[src/rtl/mem_dump_streamer_pkg.sv]
// Shared FSM encoding and word geometry for the memory dump streamer.
package mem_dump_streamer_pkg;

    localparam int unsigned BytesPerWord = 4;
    localparam int unsigned IdxW         = $clog2(BytesPerWord);

    typedef enum logic [2:0] {
        StIdle,
        StRdAddr,
        StRdCap,
        StSend,
        StDone
    } state_e;

endpackage

[src/rtl/mem_dump_streamer_byte_packer.sv]
// Collects bytes into a big-endian word: the first byte captured lands in the top lane.
module mem_dump_streamer_byte_packer
    import mem_dump_streamer_pkg::*;
(
    input  logic        clk_i,
    input  logic        clr_i,
    input  logic        clear_i,
    input  logic        cap_i,
    input  logic [7:0]  data_i,
    output logic [31:0] word_o,
    output logic        last_o
);

    logic [BytesPerWord-1:0][7:0] lanes_q, lanes_d;
    logic [IdxW-1:0]              idx_q, idx_d;

    always_comb begin
        lanes_d = lanes_q;
        idx_d   = idx_q;
        if (clear_i) begin
            idx_d = '0;
        end else if (cap_i) begin
            lanes_d[IdxW'(BytesPerWord - 1) - idx_q] = data_i;
            idx_d = idx_q + IdxW'(1);
        end
    end

    always_ff @(posedge clk_i or posedge clr_i) begin
        if (clr_i) begin
            lanes_q <= '0;
            idx_q   <= '0;
        end else begin
            lanes_q <= lanes_d;
            idx_q   <= idx_d;
        end
    end

    assign word_o = lanes_q;
    assign last_o = (idx_q == IdxW'(BytesPerWord - 1));

endmodule

[src/rtl/mem_dump_streamer.sv]
// Streams word_count big-endian 32-bit words read byte-by-byte from a one-cycle-latency memory.
module mem_dump_streamer
    import mem_dump_streamer_pkg::*;
#(
    parameter int unsigned ADDR_W = 9,
    parameter int unsigned LEN_W  = 8
) (
    input  logic              clk_i,
    input  logic              clr_i,
    input  logic              start_i,
    input  logic [ADDR_W-1:0] base_addr_i,
    input  logic [LEN_W-1:0]  word_count_i,
    output logic [ADDR_W-1:0] mem_addr_o,
    output logic              mem_rd_en_o,
    input  logic [7:0]        mem_data_i,
    output logic [31:0]       out_word_o,
    output logic              out_valid_o,
    input  logic              out_ready_i,
    output logic              busy_o,
    output logic              done_o
);

    state_e            state_q, state_d;
    logic [ADDR_W-1:0] base_q, base_d;
    logic [ADDR_W-1:0] off_q, off_d;
    logic [LEN_W-1:0]  len_q, len_d;
    logic [LEN_W-1:0]  cnt_q, cnt_d;
    logic              pk_clear, pk_cap, pk_last;

    always_comb begin
        state_d  = state_q;
        base_d   = base_q;
        off_d    = off_q;
        len_d    = len_q;
        cnt_d    = cnt_q;
        pk_clear = 1'b0;
        pk_cap   = 1'b0;
        unique case (state_q)
            StIdle: begin
                if (start_i) begin
                    if (word_count_i != '0) begin
                        base_d   = base_addr_i;
                        len_d    = word_count_i;
                        off_d    = '0;
                        cnt_d    = '0;
                        pk_clear = 1'b1;
                        state_d  = StRdAddr;
                    end else begin
                        state_d = StDone;
                    end
                end
            end
            StRdAddr: state_d = StRdCap;
            StRdCap: begin
                pk_cap  = 1'b1;
                // Offset wraps naturally at 2^ADDR_W.
                off_d   = off_q + ADDR_W'(1);
                state_d = pk_last ? StSend : StRdAddr;
            end
            StSend: begin
                if (out_ready_i) begin
                    cnt_d   = cnt_q + LEN_W'(1);
                    state_d = (cnt_q == len_q - LEN_W'(1)) ? StDone : StRdAddr;
                end
            end
            StDone:  state_d = StIdle;
            default: state_d = StIdle;
        endcase
    end

    always_ff @(posedge clk_i or posedge clr_i) begin
        if (clr_i) begin
            state_q <= StIdle;
            base_q  <= '0;
            off_q   <= '0;
            len_q   <= '0;
            cnt_q   <= '0;
        end else begin
            state_q <= state_d;
            base_q  <= base_d;
            off_q   <= off_d;
            len_q   <= len_d;
            cnt_q   <= cnt_d;
        end
    end

    mem_dump_streamer_byte_packer byte_packer (
        .clk_i   (clk_i),
        .clr_i   (clr_i),
        .clear_i (pk_clear),
        .cap_i   (pk_cap),
        .data_i  (mem_data_i),
        .word_o  (out_word_o),
        .last_o  (pk_last)
    );

    assign mem_addr_o  = base_q + off_q;
    assign mem_rd_en_o = (state_q == StRdAddr);
    assign out_valid_o = (state_q == StSend);
    assign busy_o      = (state_q != StIdle);
    assign done_o      = (state_q == StDone);

endmodule
[config.mk]
export PLATFORM = sky130hd
export DESIGN_NAME = mem_dump_streamer
export DESIGN_NICKNAME = d
export VERILOG_FILES = /design/src/rtl/mem_dump_streamer_pkg.sv /design/src/rtl/mem_dump_streamer_byte_packer.sv /design/src/rtl/mem_dump_streamer.sv
export SDC_FILE = /design/constraint.sdc
export NUM_CORES = 1
export LEC_CHECK = 0
export CAP_MARGIN = 20
export CORE_MARGIN = 1.5
export CORE_UTILIZATION = 51
export DETAILED_ROUTE_END_ITERATION = 16
export PLACE_DENSITY = 0.8
export SETUP_SLACK_MARGIN = 0.4
export SYNTH_ARGS = -nofsm -noshare
export SYNTH_HDL_FRONTEND = slang
export SYNTH_SLANG_ARGS = --single-unit
[constraint.sdc]
create_clock -name clk_i -period 8.45 [get_ports clk_i]
set_clock_uncertainty 0.2 [all_clocks]
set_input_delay 2.535 -clock clk_i [delete_from_list [all_inputs] [get_ports clk_i]]
set_output_delay 2.535 -clock clk_i [all_outputs]
set_load 0.01 [all_outputs]
# == Word-level counts from Yosys, hierarchy flattened ==
# Cells that the tools add are included.
# totals
regBits,71
in_bits,29
output_inout_bits,45
elab_cells,62
# classes
add_sub_neg,6
magnitude_cmp,2
eq_ne,9
mux,22
bitwise_logic,1
reduce_logical,12
# op_table
op,count
bitwise mux 32 bit,1
two-way mux 8 bit,4
two-way mux 9 bit,2
one-hot mux 9 bit (2 select lines),1
demux 8 bit (select 2 bit),1
one-hot mux 8 bit (2 select lines),1
two-way mux 3 bit,4
one-hot mux 3 bit (4 select lines),1
"adder 9 x 1 -> 9 bit, second input constant",1
adder 9 bit,1
"adder 8 x 1 -> 8 bit, second input constant",1
== test 8 bit,1
nonzero test 8 bit,1
"subtractor 8 x 1 -> 8 bit, second input constant",1
"== test 3 x 2 -> 1 bit, second input constant",2
two-way mux 2 bit,3
AND reduction 3 bit,2
nonzero test 2 bit,3
two-way mux 1 bit,4
"!= test 2 bit, second input constant",2
AND reduction 2 bit,2
AND reduction 4 bit,1
"== test 3 x 1 -> 1 bit, second input constant",1
"== test 3 bit, second input constant",1
10 further kinds,10

# == Logic depth before layout (Yosys ltp) ==
# logic_depth
word_depth,6
mapped_depth,8
depth_no_buf,8

# == Hierarchy ==
# Synthesis repeated with hierarchy kept, for this count alone.
# hier_totals
hier_cells,335
hier_area_um2,3583.4
# modules_own_cells
module,n_inst,cells_per_inst,area_each_um2,seq_area_each_um2
mem_dump_streamer,1,253,2185.8,925.9
mem_dump_streamer_byte_packer,1,82,1397.6,850.8

# == Worst setup path before layout ==
# No wires, ideal clock.
# synth_path
path_type,reg2out
startpoint,reg off_q[0]
endpoint,out mem_addr_o[8]
t_arrival_ns,1.653
path_slack_ns,4.062
stages_incl_launch_ff,9
path_buffers,0
path_cell_list,dfrtp_1 > ha_1 > inv_1 > fa_1 > nor2b_1 > o21ai_0 > a21oi_1 > o41ai_1 > xnor2_1
# synth_via
elab_chain_len,1
# synth_lines
item,line_no,rtl
"start, declared",mem_dump_streamer.sv:25,"logic [ADDR_W-1:0] off_q, off_d;"
"start signal, assigned",mem_dump_streamer.sv:75,off_q <= '0;
"start signal, assigned",mem_dump_streamer.sv:81,off_q <= off_d;
adder 9 bit,mem_dump_streamer.sv:97,assign mem_addr_o = base_q + off_q;
"end, declared",mem_dump_streamer.sv:13,"output logic [ADDR_W-1:0] mem_addr_o,"
# No other way between the ends.

# == Worst setup path after layout ==
# Same ends and word-level chain as after synthesis.

==> reports/results.tsv <==
metric	value	unit
worst path arrival time	2.72	ns
Logic pwr share	0.477	
Util after Layout	0.669	
drt pass-1 iters	4	
Crit path largest cell delay	0.55	ns
area of the multi-input gates	0.00165	mm^2
core area	0.00676	mm^2
Switching Fraction	0.361	
Setup Viol. Count Final	0	
Net Count, Synth	374	
placed instance count	472	
Post-synth ARST share	1.00	
Routed WL	7750	um
die height	86.2	um
f_max	183	MHz
CP required	5.72	ns
sequential power share	0.356	
Filler cells	541	
row count	30	
Final period util	0.645	
Fin. Hold Viols	0	
Slew @ Worst Pin	0.873	ns
setup bufs post-CTS	0	
P per Cell Area	375	mW/mm^2
global-route wire length before repair	12900	um
final routed DRC violation total	0	
Max Root-Sink Buffers	2	
Yosys reg bits	71	
share of cells above drive strength 1	0.145	
minimum clock period	5.45	ns
post-synth cell types	43	
RSZ-0062 raised after global routing	false	
I/O pin total	74	
peak supply drop	0.183	mV
Worst-Skew Late Latency	0.35	ns
hold_ws	0.300	ns
PortBufs	73	
cells after synthesis	329	
CP Cell Sequence	ha_1 -> inv_1 -> fa_1 -> nor2b_1 -> o21ai_0 -> a21oi_1 -> o41ai_1 -> xnor2_1 -> clkdlybuf4s50_1	
most common cell after layout, fill and taps aside	clkdlybuf4s50_1	
Root Driver	clkbuf_8	
Avg Cell Area, Syn	10.7	um^2
status	finished clean	
GR Overflow Total	0	
RePlAce Congestion	0.813	
sw power	612	uW
Worst setup EP type	primary output	
wire length per cell	15.9	um
Crit Path Max Fanout	4	
Global Route Usage Sum	0.227	
clock-pin slew on the worst setup and hold paths	0.08	ns
P_int	1.08	mW
Die X	86.2	um
WS Path Type	flip-flop to primary output	
Resized cells post-CTS	0	
dominant cell type by area after synthesis	dfrtp_1	
initial antenna violation count	0	
post-route ant nets	0	
Syn. warnings	0	
Leak	2.03	nW
max cap viols	0	
non-filler cells, final	488	
# diodes	0	
R2R Setup Slk	5.70	ns
Rel. slew slack	0.418	
commonest cells after routing, fill and taps aside	clkdlybuf4s50_1, dfrtp_1, nand2_1	
Primary FF master, synth	dfrtp_1	
Netlist Area Pre-Place	0.00353	mm^2
Slew Viols, Final	0	
Hold Startpoint	base_q[2]	
Initial Util	0.523	
hold buffer count at cts	0	
vias in the first global route	2740	
via count	2675	
total die area	0.00743	mm^2
register area	0.00178	mm^2
drt initial violations	119	
ranking of synthesized cells by area	dfrtp_1, mux2_2, nand2_1	
part of the Yosys area used for sequential elements	0.503	
clock group share of total power	0.166	
post-DR vias/cell	5.48	
worst min path class	flip-flop to flip-flop	
Area Growth Syn to Fin	28.0	%
Detailed Place HPWL	5440	um
Net count, final	448	
Min-Delay Path Depth	2	
critical path startpoint category	flip-flop	
EDFF count, synth	0	
largest net degree at the start of global routing	72	
Reg2Reg Capture Point	off_q[0]	
Slowest cell on crit path	clkdlybuf4s50_1	
H-tree levels	3	
total CTS buffers	9	
R2R Path Start	state_q[2]	
Hold EP	base_q[2]	
FF-to-FF path depth	5	
setup tns final	0	ns
area share of the largest cell type after synthesis	0.503	
CTS tree	built	
Clock Sinks	71	
## sequential cells by signal, summed over array words and instances, names as in the netlist
| register | cells |
|---|---|
| state_q | 3 |
| byte_packer.word_o | 32 |
| byte_packer.idx_q | 2 |
| cnt_q | 8 |
| off_q | 9 |
| base_q | 9 |
| len_q | 8 |
## power groups by stage
stage	combinational, mW	clock, mW	sequential, mW
after global routing	0.884	0.301	0.625
after detailed placement	0.814	0	0.608
final	0.809	0.282	0.603
after floorplan	0.436	0	0.616
after global placement	0.792	0	0.601
after CTS	0.819	0.286	0.604
## worst max-delay path: cells and delay by family (launching register included)
kind                     cells  cell delay, ns
AND/OR/NAND/NOR              1            0.06
adder cells (fa/ha/maj)      2            0.42
flip-flops                   1            0.42
XOR/XNOR                     1            0.16
AO/OA/AOI/OAI                3            0.68
buffers and inverters        2            0.62
## cells in the mapped netlist (2+ instances only)
master,instances
dfrtp_1,71
and3_1,5
o41ai_1,2
xnor2_1,12
xor2_1,18
mux2_2,34
nor2b_1,2
ha_1,15
buf_4,2
inv_1,10
a31oi_1,2
nand2_1,58
and2_1,4
nand2b_1,3
o21ai_0,11
nand3b_1,2
nand4_1,8
nand3_1,3
nor3_1,3
nor4_1,2
o31ai_1,2
a21oi_1,4
clkbuf_1,4
a211oi_1,2
buf_2,7
nor2_1,23
nor3b_1,4
## stage by stage
stage                     power (mW)  setup WS (ns)  area (um^2)
after detailed placement        1.42           3.29         4320
final                           1.69           3.00         4520
after global placement          1.39           3.32         4320
after global routing            1.81           2.86         4520
after CTS                       1.71           2.99         4520
after floorplan                 1.05           3.92         3530
## cell type report
cell class | instances | share of cell area
sequential | 71 | 0.393
multi-input combinational | 235 | 0.366
timing repair buffer | 76 | 0.167
clock buffer | 9 | 0.0274
tap | 80 | 0.0221
clock inverter | 7 | 0.0172
inverter | 10 | 0.00830
## worst max-delay path by stage
| stage | from | end | slack (ns) |
|---|---|---|---|
| CTS | off_q[0] | mem_addr_o[8] | 2.99 |
| finish | off_q[0] | mem_addr_o[8] | 3.00 |
| floorplan | clr_i | base_q[0] | 3.92 |
| detailed placement | start_i | byte_packer.idx_q[0] | 3.29 |
| global route | off_q[0] | mem_addr_o[8] | 2.86 |
| global placement | start_i | off_q[0] | 3.32 |
## layer usage
layer  wire, um  up-vias  global-route usage
met5          0        -                   0
met2       3800       59               0.362
li1           -     1270                   -
met3        291       16              0.0448
met4        175        0               0.109
met1       3480     1330               0.299
## cell families after synthesis
group           share of synthesized area
compound gates                     0.0546
xor+xnor                           0.0744
fa+ha+maj                          0.0588
buf+inv                            0.0290
flops                               0.503
mux                                 0.108
simple gates                        0.172
(Power assumes the default switching activity.)
